File: src/rtl/exe_redirect_ctrl.sv
// SCHOLAR RISC-V EXE redirect/hazard controller: owns fetch PC, stalls and flushes.
// Optional perf counters enabled with `define EXE_REDIRECT_PERF_EN.
package core_pkg;
    localparam int ADDR_WIDTH     = 32;
    localparam int DATA_WIDTH     = 32;
    localparam int RF_ADDR_WIDTH  = 5;
    localparam int CSR_ADDR_WIDTH = 12;

    typedef enum logic [1:0] {
        PC_INC    = 2'd0,
        PC_JAL    = 2'd1,
        PC_JALR   = 2'd2,
        PC_BRANCH = 2'd3
    } pc_ctrl_t;

    typedef enum logic [1:0] {
        CSR_IDLE  = 2'd0,
        CSR_WRITE = 2'd1,
        CSR_SET   = 2'd2,
        CSR_CLEAR = 2'd3
    } csr_ctrl_t;

    typedef struct packed {
        logic [ADDR_WIDTH-1:0]     pc;
        logic [RF_ADDR_WIDTH-1:0]  rd;
        logic [CSR_ADDR_WIDTH-1:0] csr_waddr;
        logic [DATA_WIDTH-1:0]     exe_out;
        logic [DATA_WIDTH-1:0]     op3;
        pc_ctrl_t                  pc_ctrl;
        csr_ctrl_t                 csr_ctrl;
    } exe2ctrl_t;
endpackage

module exe_redirect_ctrl
    import core_pkg::*;
#(
    parameter logic [ADDR_WIDTH-1:0] RESET_ADDR = 32'h0000_0000
) (
    input  logic                      clk_i,
    input  logic                      rst_i,
    input  logic                      exe_valid_i,
    input  exe2ctrl_t                 exe2ctrl_i,
    input  logic                      exe_is_load_i,
    input  logic                      id_valid_i,
    input  logic [RF_ADDR_WIDTH-1:0]  id_rs1_i,
    input  logic [RF_ADDR_WIDTH-1:0]  id_rs2_i,
    input  logic                      id_rs1_used_i,
    input  logic                      id_rs2_used_i,
    input  logic [CSR_ADDR_WIDTH-1:0] id_csr_raddr_i,
    input  logic                      id_csr_read_i,
    input  logic                      imem_ready_i,
    output logic [ADDR_WIDTH-1:0]     pc_o,
    output logic                      pc_valid_o,
    output logic                      stall_if_o,
    output logic                      stall_id_o,
    output logic                      flush_id_o,
    output logic                      flush_exe_o,
    output logic                      misalign_o
`ifdef EXE_REDIRECT_PERF_EN
    ,
    output logic [31:0]               redirect_cnt_o,
    output logic [31:0]               stall_cnt_o
`endif
);

    typedef enum logic [1:0] {
        BOOT     = 2'd0,
        RUN      = 2'd1,
        REDIRECT = 2'd2,
        HOLD     = 2'd3
    } state_t;

    state_t                r_state;
    logic [ADDR_WIDTH-1:0] r_pc;
    logic                  r_pc_valid;

    logic                  w_active;
    logic                  w_redir_op;
    logic                  w_taken;
    logic [ADDR_WIDTH-1:0] w_raw_tgt;
    logic [ADDR_WIDTH-1:0] w_tgt;
    logic                  w_rs_hit;
    logic                  w_lu_raw;
    logic                  w_csr_raw;
    logic                  w_lu;
    logic                  w_csr;
    logic                  w_stall;
    logic [ADDR_WIDTH-1:0] w_pc_inc;

    assign w_active = (r_state == RUN) || (r_state == HOLD);
    assign w_pc_inc = r_pc + ADDR_WIDTH'(4);

    always_comb begin
        w_redir_op = 1'b0;
        w_raw_tgt  = exe2ctrl_i.pc + exe2ctrl_i.op3;
        unique case (exe2ctrl_i.pc_ctrl)
            PC_JAL:    w_redir_op = 1'b1;
            PC_JALR: begin
                w_redir_op = 1'b1;
                w_raw_tgt  = {exe2ctrl_i.exe_out[ADDR_WIDTH-1:1], 1'b0};
            end
            PC_BRANCH: w_redir_op = exe2ctrl_i.exe_out[0];
            default:   w_redir_op = 1'b0;
        endcase
    end

    // A misaligned target is still followed, just forced to a word boundary.
    assign w_tgt = w_raw_tgt[1] ? {w_raw_tgt[ADDR_WIDTH-1:2], 2'b00}
                                : w_raw_tgt;
    assign w_taken = w_active & exe_valid_i & w_redir_op;

    assign w_rs_hit  = (id_rs1_used_i && id_rs1_i == exe2ctrl_i.rd)
                    || (id_rs2_used_i && id_rs2_i == exe2ctrl_i.rd);
    assign w_lu_raw  = exe_valid_i & exe_is_load_i & id_valid_i
                     & (exe2ctrl_i.rd != '0) & w_rs_hit;
    assign w_csr_raw = exe_valid_i & (exe2ctrl_i.csr_ctrl != CSR_IDLE)
                     & id_valid_i & id_csr_read_i
                     & (id_csr_raddr_i == exe2ctrl_i.csr_waddr);

    assign w_lu    = w_active & ~w_taken & w_lu_raw;
    assign w_csr   = w_active & ~w_taken & ~w_lu_raw & w_csr_raw;
    assign w_stall = w_lu | w_csr;

    assign pc_o        = r_pc;
    assign pc_valid_o  = r_pc_valid;
    assign stall_if_o  = w_stall;
    assign stall_id_o  = w_stall;
    assign flush_id_o  = w_taken;
    assign flush_exe_o = w_taken | w_stall;
    assign misalign_o  = w_taken & w_raw_tgt[1];

    always_ff @(posedge clk_i or posedge rst_i) begin
        if (rst_i) begin
            r_state    <= BOOT;
            r_pc       <= RESET_ADDR;
            r_pc_valid <= 1'b0;
        end else begin
            unique case (r_state)
                BOOT: begin
                    r_state    <= RUN;
                    r_pc_valid <= 1'b1;
                end
                REDIRECT: begin
                    if (imem_ready_i) begin
                        r_pc    <= w_pc_inc;
                        r_state <= RUN;
                    end
                end
                default: begin
                    if (w_taken) begin
                        r_pc    <= w_tgt;
                        r_state <= REDIRECT;
                    end else if (w_lu) begin
                        r_state <= RUN;
                    end else if (w_csr) begin
                        r_state <= HOLD;
                    end else begin
                        r_state <= RUN;
                        if (imem_ready_i)
                            r_pc <= w_pc_inc;
                    end
                end
            endcase
        end
    end

`ifdef EXE_REDIRECT_PERF_EN
    logic [31:0] r_redirect_cnt;
    logic [31:0] r_stall_cnt;

    always_ff @(posedge clk_i or posedge rst_i) begin
        if (rst_i) begin
            r_redirect_cnt <= '0;
            r_stall_cnt    <= '0;
        end else begin
            if (w_taken)
                r_redirect_cnt <= r_redirect_cnt + 32'd1;
            if (w_stall)
                r_stall_cnt <= r_stall_cnt + 32'd1;
        end
    end

    assign redirect_cnt_o = r_redirect_cnt;
    assign stall_cnt_o    = r_stall_cnt;
`endif

endmodule
File: config.mk
export PLATFORM = sky130hd
export DESIGN_NAME = exe_redirect_ctrl
export DESIGN_NICKNAME = d
export VERILOG_FILES = /design/src/rtl/exe_redirect_ctrl.sv
export SDC_FILE = /design/constraint.sdc
export NUM_CORES = 1
export LEC_CHECK = 0
export ABC_AREA = 1
export CAP_MARGIN = 20
export CORE_MARGIN = 5
export CORE_UTILIZATION = 45
export CTS_BUF_LIST = sky130_fd_sc_hd__clkbuf_4 sky130_fd_sc_hd__clkbuf_8
export CTS_CLUSTER_SIZE = 12
export DETAILED_ROUTE_END_ITERATION = 8
export PLACE_DENSITY = 0.89
export SLEW_MARGIN = 20
export SYNTH_ARGS = -nofsm -noshare
export SYNTH_HDL_FRONTEND = slang
export SYNTH_SLANG_ARGS = --single-unit
File: constraint.sdc
create_clock -name clk_i -period 4.9 [get_ports clk_i]
set_clock_uncertainty 0.2 [all_clocks]
set_input_delay 0.735 -clock clk_i [delete_from_list [all_inputs] [get_ports clk_i]]
set_output_delay 0.735 -clock clk_i [all_outputs]
set_load 0.005 [all_outputs]
==> results.tsv, run 1 <==
metric	value	unit
status	finished, final reports clean	
relative slew slack	0.369	
Slew Limit Fails	0	
Leak	4.15	nW
most frequent cells in the layout	405 x nand2_1, 184 x clkdlybuf4s50_1, 169 x inv_1, 112 x nor2_1, 82 x nand3_1	
Area Growth Syn to Fin	35.6	%
root buffer cell	clkbuf_8	
total gr overflow	0	
Slowest-stage cell, CP	clkdlybuf4s50_1	
worst vdd ir	116	uV
Post-Syn Instances	1068	
Power Total	2.07	mW
standard-cell rows	41	
Worst path max stage delay	0.55	ns
Peak Freq	257	MHz
Worst R2R Setup Slack	2.51	ns
RSZ-0062 raised after global routing	no	
Starting Density	0.458	
Setup Fix Bufs, Post-CTS	0	
Buffers on Ports	184	
final period utilization	0.795	
Async SR Flop Fraction	1.00	
crit-path max FO	25	
max-cap violations	0	
initial DRC count	391	
TritonCTS sink count	34	
ordered list of cells on the worst path	clkdlybuf4s50_1 -> inv_1 -> ha_1 -> a21o_1 -> nand2_4 -> inv_4 -> nor2_4 -> nand3_1 -> o21ai_0 -> clkdlybuf4s50_1	
clk_lat worst skew	0.29	ns
largest delay contributor family on the critical path	buffers and inverters	
setup_tns	0	ns
DIE WIDTH	123	um
Die Ht	123	um
Critical path origin	exe2ctrl_i[2]	
Synth warnings	0	
antenna violations before repair	0	
number of diodes	0	
CP Launch Type	input pin	
number of synthesized flops with an enable pin	0	
cts hold-fix bufs	0	
gr usage total	0.236	
first-pass GRT wire length	29.5	mm
register bit total from synthesis	34	
min cycle time layout	3.89	ns
CTS-repair resized insts	0	
Synth Area per Inst	5.42	sq um
mapped cell area	5780	sq um
WS Path Type	in -> out	
CP arrival	2.96	ns
TritonRoute pass-1 iters	5	
CP endpoint kind	output pin	
CTS H-tree depth	2	
TritonCTS buffer count	5	
DR DRC count	0	
filler instances	1244	
Most Frequent Cell on Critical Path	clkdlybuf4s50_1	
Final setup viols	0	
hpwl dp	15.6	mm
r2r startpoint	r_state[0]$_DFFE_PP0P_	
Buf/Inv on CP	4	
final hold viol count	0	
DR vias/cell	5.01	
Pwr Density	264	nW/um^2
CP Data Required Time	3.96	ns
vias in the first global route	6633	
synthesized net count	1252	
Nets	1427	
die area	15200	sq um
largest net degree at the start of global routing	45	
DRT antenna net count	0	
HP Start	pc_valid_o$_DFFE_PP0P_	
distinct cell type count after synthesis	45	
core area	12600	sq um
share of layout cells above drive strength 1	0.0426	
worst hold path class	reg -> reg	
Ports	186	
ys flop type	dfrtp_1	
Worst-Margin Slew	0.946	ns
Placer Congestion	0.931	
Max clock buf depth	2	
DR vias	7094	
WL/cell	13.2	um
most common cell after layout, fill and taps aside	nand2_1	
WL final	18.7	mm
Clk pin slew, worst setup/hold paths	0.06	ns
CTS tree	yes	
sequential fraction of the synthesis area	0.147	
[Yosys cell counts, types with 3 or more instances]
library cell	count	area share
o21bai_1	3	0.0039
nor3b_1	4	0.0052
nand3b_1	9	0.012
ha_1	35	0.076
nand2_1	405	0.26
nor2_4	4	0.0078
dfrtp_1	34	0.15
nor2_2	3	0.0032
inv_1	169	0.11
and2_1	4	0.0043
nand2_2	6	0.0065
a21oi_1	56	0.048
nand3_1	82	0.071
or2_2	11	0.012
o21ai_1	5	0.0043
o21ai_2	5	0.0076
nand4_1	14	0.015
nor2_1	112	0.073
buf_4	5	0.0065
o21ai_0	19	0.016
xnor2_1	9	0.014
nor3_1	19	0.016
nor3_2	3	0.0052
xor2_1	17	0.026
clkbuf_1	9	0.0058
[metrics by stage]
stage	instances	hold slack [ns]	instance area [sq um]	util	worst slack, ns
finish	1416	0.262	7840	0.621	1.01
detailed placement	1408	0.250	7750	0.614	0.997
CTS	1416	0.268	7840	0.621	0.996
floorplan	1068	0.250	5780	-	2.02
global placement	1408	0.249	7750	0.614	1.04
global route	1416	0.311	7840	0.621	0.879
[cells by family (layout without fill, tap and decap cells)]
family / after synthesis / count (layout) / synth area share
other: 1 / 1 / 0.000648
adder cells (fa/ha/maj): 36 / 36 / 0.0792
XOR/XNOR: 26 / 26 / 0.0394
AND/OR/NAND/NOR: 684 / 684 / 0.510
buffers and inverters: 192 / 368 / 0.133
flip-flops: 34 / 34 / 0.147
AO/OA/AOI/OAI: 95 / 95 / 0.0898
[final cells by class]
cell class / count / area (sq um) / area share
Multi-Input combinational cell: 842 / 4160 / 0.531
Timing Repair Buffer: 187 / 1860 / 0.238
Sequential cell: 34 / 851 / 0.109
Inverter: 173 / 654 / 0.0835
Tap cell: 172 / 215 / 0.0274
Clock buffer: 6 / 82.6 / 0.0105
Clock inverter: 2 / 12.5 / 0.00160
[registers in the layout, indices dropped and copies added, names as in the netlist]
| signal | flops |
|---|---|
| r_state | 2 |
| pc_valid_o | 1 |
| pc_o | 31 |
[worst paths after layout]
check	end	cells after the start
setup reg to reg	pc_o[4]$_DFFE_PP0P_	10
hold / removal	pc_valid_o$_DFFE_PP0P_	2
max in group asynchronous	pc_o[2]$_DFFE_PP0P_	3
min in group asynchronous	pc_o[23]$_DFFE_PP0P_	3
setup / recovery	stall_id_o	10
hold reg to reg	pc_valid_o$_DFFE_PP0P_	2
[worst reg2reg max path, delay by kind of cell (launching register included)]
| kind | cells | cell delay (ns) |
|---|---|---|
| buffers and inverters | 2 | 0.61 |
| flip-flops | 1 | 0.39 |
| AO/OA/AOI/OAI | 1 | 0.07 |
| AND/OR/NAND/NOR | 7 | 1.07 |
[per-layer routing]
| metal | track usage | vias to the layer above | part of all wire |
|---|---|---|---|
| met2 | 0.442 | 262 | 0.49 |
| li1 | - | 3682 | - |
| met5 | 0 | - | 0 |
| met1 | 0.284 | 3119 | 0.41 |
| met4 | 0.0623 | 0 | 0.020 |
| met3 | 0.0284 | 31 | 0.079 |
[report_power, final]
part	switching (mW)	internal (mW)
combinational	0.633	0.617
clock	0.108	0.113
sequential	0.198	0.400
total	0.940	1.13
No activity file was read; power rests on OpenSTA's default activity.
==> inputs of run 2 (changes only) <==
- clock period: 4.9 -> 3.8 ns (I/O delays scaled with it)
==> results.tsv, run 2 (synthesized netlist as in run 1, its figures left out) <==
metric	value	unit	change
Die Ht	123	um	unchanged
TritonCTS sink count	34		unchanged
status	finished, final reports clean		
Clk pwr share	0.102		-0.005
placed standard-cell area	7760	sq um	+0.19%
TritonCTS buffer count	5		unchanged
worst hold path class	reg -> reg		
Worst-Margin Slew	0.502	ns	-0.444 ns
Peak Freq	283	MHz	
min cycle time layout	3.54	ns	
Max clock buf depth	2		unchanged
share of layout cells above drive strength 1	0.0434		+0.000769
crit-path max FO	24		-4.0%
largest delay contributor family on the critical path	buffers and inverters		
worst vdd ir	141	uV	+22%
DIE WIDTH	123	um	unchanged
CTS H-tree depth	2		unchanged
Clk pin slew, worst setup/hold paths	0.07	ns	about the same
antenna violations before repair	0		unchanged
Final setup viols	0		unchanged
relative slew slack	0.663		+0.294
DRT antenna net count	0		unchanged
Leak	4.16	nW	+0.20%
Ports	186		unchanged
gr usage total	0.243		+0.00608
Slew Limit Fails	0		unchanged
number of diodes	0		unchanged
Switching Share	0.454		about the same
cts hold-fix bufs	0		unchanged
standard-cell rows	41		unchanged
ordered list of cells on the worst path	clkdlybuf4s50_1 -> inv_1 -> ha_1 -> a21o_1 -> nand2_4 -> inv_4 -> buf_4 -> o21ai_0 -> a21oi_1 -> clkdlybuf4s50_1		
WS Path Type	in -> out		
Pwr Density	339	nW/um^2	+29%
most common cell after layout, fill and taps aside	nand2_1		
CTS-repair resized insts	0		unchanged
first-pass GRT wire length	30.1	mm	+1.9%
Placer Congestion	0.941		+1.1%
Final Cell Area	7850	sq um	about the same
most frequent cells in the layout	405 x nand2_1, 184 x clkdlybuf4s50_1, 169 x inv_1, 112 x nor2_1, 82 x nand3_1		
DR vias/cell	5.03		+0.34%
die area	15200	sq um	unchanged
largest net degree at the start of global routing	45		unchanged
Starting Density	0.458		unchanged
CP arrival	2.77	ns	-0.19 ns
CP endpoint kind	output pin		
Setup Fix Bufs, Post-CTS	0		unchanged
post-layout util	0.622		about the same
root buffer cell	clkbuf_8		
TritonRoute pass-1 iters	5		unchanged
Slowest-stage cell, CP	clkdlybuf4s50_1		
total gr overflow	0		unchanged
Setup WS post-layout	0.261	ns	-0.744 ns
Nets	1429		+0.14%
Most Frequent Cell on Critical Path	clkdlybuf4s50_1		
Area Growth Syn to Fin	35.6	%	about the same
CP Launch Type	input pin		
initial DRC count	424		+8.4%
P_sw	1.21	mW	+29%
P_int	1.45	mW	+29%
Buf/Inv on CP	5		+1
Place WS	0.286	ns	-0.712 ns
WL final	18.9	mm	+1.1%
final period utilization	0.931		
setup_tns	0	ns	unchanged
Buffers on Ports	184		unchanged
Logic pwr share	0.607		+0.003
Worst path max stage delay	0.52	ns	-0.03 ns
max-cap violations	0		unchanged
RSZ-0062 raised after global routing	no		
clk_lat worst skew	0.30	ns	about the same
Flop pwr share	0.291		+0.002
vias in the first global route	6784		+2.3%
hpwl dp	15.9	mm	+1.9%
Largest register FFs	31		unchanged
WL/cell	13.3	um	+1.0%
CTS tree	yes		
DR vias	7123		+0.41%
DR DRC count	0		unchanged
final hold viol count	0		unchanged
core area	12600	sq um	unchanged
CP Data Required Time	3.03	ns	-0.93 ns
run 2: cell count changes in the layout (fill, tap and decap cells not counted):
cell and change:
clkinv_2 -1, clkbuf_8 -1, buf_4 +2, clkinvlp_4 -1, clkbuf_4 +2
run 2: cell type report:
cell class	count	area, sq um
clock buffer	7	83.8
fill	1258	4770
inverter	173	654
multi-input combinational	842	4160
sequential	34	851
tap	172	215
timing repair buffer	189	1880
run 2: path summary, 6_finish.rpt:
path	start	endpoint	slack, ns	depth (start not counted)
max	exe2ctrl_i[3]	misalign_o	0.26	10
min	pc_valid_o$_DFFE_PP0P_	pc_valid_o$_DFFE_PP0P_	0.27	2
max reg2reg	r_state[0]$_DFFE_PP0P_	pc_o[4]$_DFFE_PP0P_	1.58	10
min reg2reg	pc_valid_o$_DFFE_PP0P_	pc_valid_o$_DFFE_PP0P_	0.27	2
max in group asynchronous	rst_i	pc_o[20]$_DFFE_PP0P_	2.61	3
min in group asynchronous	rst_i	pc_o[28]$_DFFE_PP0P_	0.47	3
run 2: worst min-delay path, stage by stage (launching register included):
cell,delay (ns)
dfrtp_1,0.34
inv_1,0.04
nand2_1,0.06
run 2: layer usage:
| layer | up-vias | global-route usage | routed length [um] |
|---|---|---|---|
| met3 | 55 | 0.0261 | 1390 |
| met4 | 0 | 0.109 | 682 |
| met5 | - | 0 | 0 |
| met2 | 274 | 0.432 | 8940 |
| li1 | 3687 | - | - |
| met1 | 3107 | 0.293 | 7870 |
run 2: stage by stage:
| stage | instances | power (mW) | hold WS (ns) |
|---|---|---|---|
| after CTS | 1417 | 2.66 | 0.274 |
| after detailed placement | 1410 | 2.39 | 0.257 |
| after global routing | 1417 | 2.92 | 0.312 |
| after global placement | 1410 | 2.34 | 0.249 |
| after floorplan | 1068 | 1.64 | 0.250 |
| final | 1417 | 2.66 | 0.270 |
run 2: power groups by stage:
stage          combinational (mW)  clock (mW)  sequential [mW]
2_1_floorplan               0.921           0            0.720
3_3_place_gp                 1.57           0            0.766
3_5_place_dp                 1.61           0            0.771
4_1_cts                      1.62       0.275            0.767
5_1_grt                      1.83       0.289            0.803
6_report                     1.62       0.272            0.773
==> inputs of run 3 (changes only) <==
- clock period: 3.8 -> 4.2 ns (I/O delays scaled with it)
==> results.tsv, run 3 (synthesized netlist as in run 1, its figures left out) <==
metric	value	unit	change
status	finished, final reports clean		
CTS-repair resized insts	0		unchanged
r2r startpoint	r_state[0]$_DFFE_PP0P_		
Worst-Margin Slew	0.517	ns	+0.0148 ns
WS Path Type	in -> out		
register area	851	sq um	unchanged
area of the multi-input gates	4160	sq um	unchanged
die area	15200	sq um	unchanged
Ports	186		unchanged
Pwr Density	307	nW/um^2	-9.4%
worst vdd ir	146	uV	+3.4%
DR DRC count	0		unchanged
Hold EP	pc_valid_o$_DFFE_PP0P_		
Final Cell Area	7860	sq um	+0.14%
Starting Density	0.458		unchanged
largest net degree at the start of global routing	45		unchanged
WL final	18.6	mm	-1.5%
first-pass GRT wire length	29.3	mm	-2.4%
CP arrival	2.79	ns	+0.02 ns
most common cell after layout, fill and taps aside	nand2_1		
cts hold-fix bufs	0		unchanged
Leak	4.17	nW	+0.16%
setup_tns	0	ns	unchanged
Setup Fix Bufs, Post-CTS	0		unchanged
WL/cell	13.1	um	-1.5%
Area Growth Syn to Fin	35.8	%	
total gr overflow	0		unchanged
Slew Limit Fails	0		unchanged
filler instances	1236		-1.7%
CP endpoint kind	output pin		
crit-path max FO	8		-67%
Logic pwr share	0.603		-0.004
hpwl dp	15.7	mm	-1.5%
TritonCTS buffer count	5		unchanged
Max clock buf depth	2		unchanged
share of layout cells above drive strength 1	0.0441		+0.000768
Buffers on Ports	184		unchanged
Hold Slack	0.277	ns	+0.00660 ns
relative slew slack	0.656		-0.00726
antenna violations before repair	0		unchanged
DRT antenna net count	0		unchanged
CTS tree	yes		
Largest register FFs	31		unchanged
WHS Path Cells	2		unchanged
DR vias	7206		+1.2%
Worst R2R Setup Slack	1.96	ns	+0.38 ns
CP Data Required Time	3.37	ns	+0.34 ns
gr usage total	0.237		-0.00523
TritonCTS sink count	34		unchanged
TritonRoute pass-1 iters	6		+1
Final setup viols	0		unchanged
P_int	1.33	mW	-8.8%
most frequent cells in the layout	405 x nand2_1, 184 x clkdlybuf4s50_1, 169 x inv_1, 112 x nor2_1, 82 x nand3_1		
Clk pin slew, worst setup/hold paths	0.06	ns	about the same
CTS H-tree depth	2		unchanged
min cycle time layout	3.62	ns	
final hold viol count	0		unchanged
DR vias/cell	5.08		+1.1%
Clk pwr share	0.107		+0.005
vias in the first global route	6618		-2.4%
final period utilization	0.862		
reg-to-reg endpoint	pc_o[5]$_DFFE_PP0P_		
Die Ht	123	um	unchanged
core area	12600	sq um	unchanged
HP Start	pc_valid_o$_DFFE_PP0P_		
Placer Congestion	0.923		-1.9%
clk_lat worst skew	0.29	ns	about the same
placed standard-cell area	7760	sq um	unchanged
worst r2r path cells	10		unchanged
standard-cell rows	41		unchanged
RSZ-0062 raised after global routing	no		
Switching Share	0.451		-0.00298
Peak Freq	276	MHz	
P_sw	1.09	mW	-9.9%
worst hold path class	reg -> reg		
max-cap violations	0		unchanged
CP Launch Type	input pin		
Nets	1429		unchanged
Flop pwr share	0.290		about the same
number of diodes	0		unchanged
root buffer cell	clkbuf_8		
DIE WIDTH	123	um	unchanged
initial DRC count	442		+4.2%
==> run 3: worst max-delay path by stage <==
| stage | startpoint | to | slack [ns] | cells after the start |
|---|---|---|---|---|
| after global placement | exe2ctrl_i[2] | stall_id_o | 0.64 | 10 |
| final | exe2ctrl_i[3] | stall_id_o | 0.58 | 10 |
| after detailed placement | exe2ctrl_i[3] | stall_id_o | 0.58 | 10 |
| after CTS | exe2ctrl_i[3] | stall_id_o | 0.58 | 10 |
| after global routing | exe2ctrl_i[3] | stall_if_o | 0.46 | 10 |
| after floorplan | exe2ctrl_i[2] | stall_if_o | 1.53 | 9 |
==> run 3: layout make-up <==
type	instances	area share
Tap cell	172	0.0274
Clock buffer	7	0.0115
Clock inverter	1	0.000637
Inverter	173	0.0833
Multi-Input combinational cell	842	0.530
Timing Repair Buffer	189	0.239
Sequential cell	34	0.108
==> run 3: stage by stage <==
step                 util  setup WS, ns  total power, mW  std cells
floorplan               -          1.53             1.49       1068
global placement    0.615         0.641             2.11       1410
detailed placement  0.615         0.576             2.15       1410
CTS                 0.623         0.580             2.41       1418
global route        0.623         0.461             2.64       1418
finish              0.623         0.581             2.42       1418
==> run 3: power groups by stage <==
stage          sequential (mW)  clock [mW]  combinational (mW)
2_1_floorplan            0.652           0               0.834
3_5_place_dp             0.698           0                1.45
5_1_grt                  0.726       0.279                1.64
3_3_place_gp             0.693           0                1.42
6_report                 0.701       0.258                1.46
4_1_cts                  0.693       0.262                1.46
==> run 3: worst max-delay path, cell delays in order <==
cell and delay, ns:
clkdlybuf4s50_1 0.52, inv_1 0.06, ha_1 0.27, a21o_1 0.18
nand2_4 0.07, inv_4 0.06, nor2_4 0.11, nand3_1 0.17
o21ai_0 0.15, clkdlybuf4s50_1 0.55
==> run 3: metal layers <==
| metal | vias up | global-route usage | part of all wire |
|---|---|---|---|
| met5 | - | 0 | 0 |
| met4 | 0 | 0.0907 | 0.029 |
| met3 | 42 | 0.0288 | 0.079 |
| met2 | 295 | 0.431 | 0.48 |
| met1 | 3186 | 0.284 | 0.41 |
| li1 | 3683 | - | - |
==> variant 1: new RTL, flow settings as in run 2 <==
Build with the macro `EXE_REDIRECT_PERF_EN` defined.
--- a/src/rtl/exe_redirect_ctrl.sv
+++ b/src/rtl/exe_redirect_ctrl.sv
@@ -2,2 +2,4 @@
 // Optional perf counters enabled with `define EXE_REDIRECT_PERF_EN.
+`define EXE_REDIRECT_PERF_EN
+
 package core_pkg;
Check against the original RTL (old outputs only; new: redirect_cnt_o and stall_cnt_o): equivalent (Yosys induction, for registers that start in step).
==> variant 1 against run 2 <==
Design area grew 55%. Setup slack gained 6.1 ps. Register-to-register slack lost 100 ps. First-iteration DRC count grew 49%. Sequential cell count grew 64. Routed wire length grew 59%. Power grew 56%. Combinational power grew 15%. Area after synthesis grew 59%.
==> variant 1: results (changes against run 2) <==
cells_and_area:
  seq_area_um2: 2452  # +190%
  seq_share: 0.2012  # +0.09274
  largest_class: "multi-input combinational cells"
  num-fill-cells: 1907  # +52%
  drive_gt1_frac: 0.03966  # -0.003713
  nonClkBufAreaFrac: 0.2125  # -0.02707
  antenna_cells: 1  # +1
  multi_input_area_um2: 5734  # +38%
  clk_share: 0.01581  # +0.005122
  layout.cells.non_filler: 2036  # +44%
  n_all_inverters: 234  # +35%
  nNonClkBuffers: 259  # +37%
  finalNetCount: 1946  # +36%
  comb.multi_input.count: 1158  # +38%
routing:
  via_per_inst: 5.110  # +1.7%
  drt_iter0_drc: 630  # +49%
  ant_nets: 0  # unchanged
  wl_per_cell_um: 14.69  # +10%
  first_pass_iters: 6  # +1
grt:
  grtUsageTotal: 0.2512  # +0.008672
  grt_pass1_wl_mm: 48.98  # +63%
  first_global_vias: 9967  # +47%
  antenna_found_initial: 1  # +1
  grt_max_degree: 45  # unchanged
synthesis:
  syn_nets: 1702  # +36%
  synth_cells: 1516  # +42%
  synth_cell_types: 46  # +2.2%
  synth_common_cells: "549 x nand2_1, 231 x inv_1, 155 x nor2_1"
  synth_seq_cells: 98  # +190%
  ys_seq_area_frac: 0.2661  # +0.1190
  netlist_top_cells_area: "dfrtp_1 27%, nand2_1 22%, inv_1 9.4%"
power_and_ir_drop:
  combPwrFrac: 0.450  # -0.157
  clkPwrFrac: 0.163  # +0.061
  leakagePower_nw: 6.206  # +49%
  peakVddDrop_v: 0.0003140  # +120%
  intPower_w: 0.002432  # +67%
clock_network:
  clk_latency_ps: 390  # +90 ps
  h-tree-depth: 3  # +1
  clock-root-buffer: "clkbuf_8"
  cts_buffers: 9  # +4
  cts.clk_slew.worst_paths_ps: 110  # +40 ps
placed_design:
  io_buffers: 248  # +35%
  place_hpwl_mm: 24.79  # +56%
  place_area_um2: 11990  # +55%
  place.gp.congestion: 0.9379  # -0.29%
worst_setup_path:
  critPathMaxFanout: 7  # -71%
  critPathSlowestCell: "clkdlybuf4s50_1"
floorplan:
  fp.coreArea_um2: 20230  # +60%
sta:
  worst_pin_slew_ps: 809.4  # +307.6 ps
run_status:
  status: "finished, final reports clean"
==> variant 1: changes by cell type in the layout (fill, tap and decap cells not counted), moves of 12 or more <==
cell             change
nand3_1             +12
nand4_1             +16
clkdlybuf4s50_1     +64
xor2_1              +31
nand2_1            +144
nor2_1              +43
inv_1               +61
dfrtp_1             +64
nor3_1              +19
o21ai_0             +16
xnor2_1             +20
==> variant 1: cells by family (layout without fill, tap and decap cells) <==
family                   after synthesis  after routing  share of synthesized area
XOR/XNOR                              77             77                    0.07316
AND/OR/NAND/NOR                      927            927                     0.4307
other                                  1              2                  0.0004068
AO/OA/AOI/OAI                        115            115                    0.06543
buffers and inverters                260            509                     0.1119
flip-flops                            98             98                     0.2661
adder cells (fa/ha/maj)               38             38                    0.05240
==> variant 1: metal layers <==
metal	part of all wire	track usage	routed length, µm	vias up
li1	-	-	-	5208
met1	0.42	0.3210	12590	4689
met2	0.47	0.4316	14130	447
met3	0.077	0.04608	2318	60
met5	0	0	0	-
met4	0.029	0.07849	882	0
==> variant 1: stage by stage <==
stage,setup slack [ps],power (W)
finish,267.5,0.004142
global route,115.0,0.004461
CTS,240.7,0.004157
detailed placement,238.5,0.003472
global placement,286.1,0.003414
floorplan,467.9,0.002519
==> variant 1: final timing paths <==
path                                           end                from  depth (start not counted)  slack (ps)
worst max-delay path                   flush_exe_o       exe2ctrl_i[2]                         11         270
worst min-delay path            redirect_cnt_o[31]  redirect_cnt_o[31]                          1         300
worst min register to register  redirect_cnt_o[31]  redirect_cnt_o[31]                          1         300
worst max register to register             pc_o[7]          r_state[0]                         10        1480
min in group asynchronous       redirect_cnt_o[22]               rst_i                          2         400
max in group asynchronous                  pc_o[0]               rst_i                          3        2210
==> variant 2: new RTL, settings of run 2 <==
Made on the original files. Re-encode `state_t` (4 states) as one-hot, 4 bits wide.
--- a/src/rtl/exe_redirect_ctrl.sv
+++ b/src/rtl/exe_redirect_ctrl.sv
@@ -65,7 +65,7 @@
 
-    typedef enum logic [1:0] {
-        BOOT     = 2'd0,
-        RUN      = 2'd1,
-        REDIRECT = 2'd2,
-        HOLD     = 2'd3
+    typedef enum logic [3:0] {
+        BOOT     = 4'b0001,
+        RUN      = 4'b0010,
+        REDIRECT = 4'b0100,
+        HOLD     = 4'b1000
     } state_t;
Check against the original RTL: no difference found for any inputs over 4 cycles, from zero or initial values and one cycle with rst_i high; so few cycles prove little.
==> variant 2 against run 2 <==
Routed wire length fell by 6.8%. Die area decreased by 1.9%. Count of clock-buffer cells in the layout is 2 lower. Combinational power decreased by 9%. Area after synthesis decreased by 2.0%. Hold slack about the same. Setup slack gained 66 ps. Power shrank 2.4%. Fmax grew 1.9%. Sequential cell count rose by 2. Design area decreased by 1.2%. Utilization about the same. Cell count shrank 1.1%. Critical path type unchanged. Largest cell class unchanged.
==> variant 2: results (changes against run 2) <==
sta:
  setup_violations: 0  # unchanged
  hold_slack_ps: 270.4  # +0.3150 ps
  period_minus_slack_ps: 3473  # -65.90 ps
  slew_headroom: 0.6171  # -0.04583
clock_network:
  cts_resized: 0  # unchanged
  h-tree-depth: 2  # unchanged
grt:
  first_global_vias: 6475  # -4.6%
  grt_max_degree: 53  # +18%
  grt_pass1_wl_mm: 29.03  # -3.4%
  grtUsageTotal: 0.2341  # -0.008428
worst_setup_path:
  r2r_start: "r_state[2]"
  reg2reg_setup_slack_ps: 1440  # -140 ps
  r2r_end: "pc_o[9]"
  critPathMaxStageDelay_ps: 500  # -20 ps
  r2r_cells: 9  # -1
  crit_start: "exe2ctrl_i[2]"
  critPathSlowestCell: "clkdlybuf4s50_1"
  crit_arrival_ps: 2700  # -70 ps
  critPathMaxFanout: 9  # -63%
  cp-endpoint: "stall_id_o"
run_status:
  status: "finished, final reports clean"
synthesis:
  ys_warn_count: 0  # unchanged
  ys_seq_area_frac: 0.1592  # +0.01211
  synth_common_cells: "412 x nand2_1, 166 x inv_1, 114 x nor2_1"
  netlist_top_cells_area: "nand2_1 27%, dfrtp_1 15%, inv_1 11%"
  synth_cell_types: 42  # -6.7%
routing:
  drt_iter0_drc: 405  # -4.5%
  first_pass_iters: 5  # unchanged
  via_per_inst: 4.972  # -1.1%
  wl_per_cell_um: 12.55  # -5.8%
cells_and_area:
  drive_gt1_frac: 0.03333  # -0.01004
  finalNetCount: 1413  # -1.1%
placed_design:
  place.gp.congestion: 0.9229  # -1.9%
  dpl_worst_slack_ps: 332.8  # +46.94 ps
  place_hpwl_mm: 14.80  # -7.1%
worst_hold_path:
  hold_path_startpoint: "pc_valid_o"
  hold_depth: 1  # -1
power_and_ir_drop:
  peakVddDrop_v: 0.0001818  # +29%
  leakagePower_nw: 4.129  # -0.77%
## variant 2: layout make-up
| type | count | area (µm²) |
|---|---|---|
| Fill cell | 1188 | 4718 |
| Multi-Input combinational cell | 828 | 4005 |
| Timing Repair Buffer | 189 | 1879 |
| Sequential cell | 36 | 902.1 |
| Inverter | 169 | 634.4 |
| Tap cell | 172 | 215.2 |
| Clock buffer | 5 | 68.82 |
| Clock inverter | 3 | 42.54 |
## variant 2: through the flow
step	util	instance area, µm²	instances
6_report	0.6215	7747	1402
5_1_grt	0.6215	7747	1402
4_1_cts	0.6215	7747	1402
3_5_place_dp	0.6126	7636	1394
3_3_place_gp	0.6126	7636	1394
2_1_floorplan	-	5670	1053
## variant 2: logic make-up after synthesis
kind of cell | after synthesis | share of synthesized area
flip-flops | 36 | 0.1592
adder cells (fa/ha/maj) | 36 | 0.08081
XOR/XNOR | 18 | 0.02782
AO/OA/AOI/OAI | 123 | 0.1142
AND/OR/NAND/NOR | 649 | 0.4827
buffers and inverters | 189 | 0.1347
other | 1 | 0.0006618
## variant 2: report_power, final
group | switching [W] | total [W] | leakage, nW | internal, W
combinational | 0.000732 | 0.00148 | 3.66 | 0.000750
clock | 0.000149 | 0.000343 | 0.0541 | 0.000194
sequential | 0.000245 | 0.000772 | 0.419 | 0.000527
## variant 2: layer usage
metal | vias up | global-route usage | part of all wire | wire length (µm)
met1 | 3049 | 0.2925 | 0.41 | 7256
met3 | 41 | 0.02396 | 0.066 | 1156
met2 | 243 | 0.4205 | 0.49 | 8672
li1 | 3638 | - | - | -
met4 | 0 | 0.07768 | 0.029 | 514
met5 | - | 0 | 0 | 0
## variant 2: worst register-to-register path, delay by kind of cell, from the launching register on
family                 cells  cell delay, ps
flip-flops                 1             380
buffers and inverters      2             460
AND/OR/NAND/NOR            7            1260
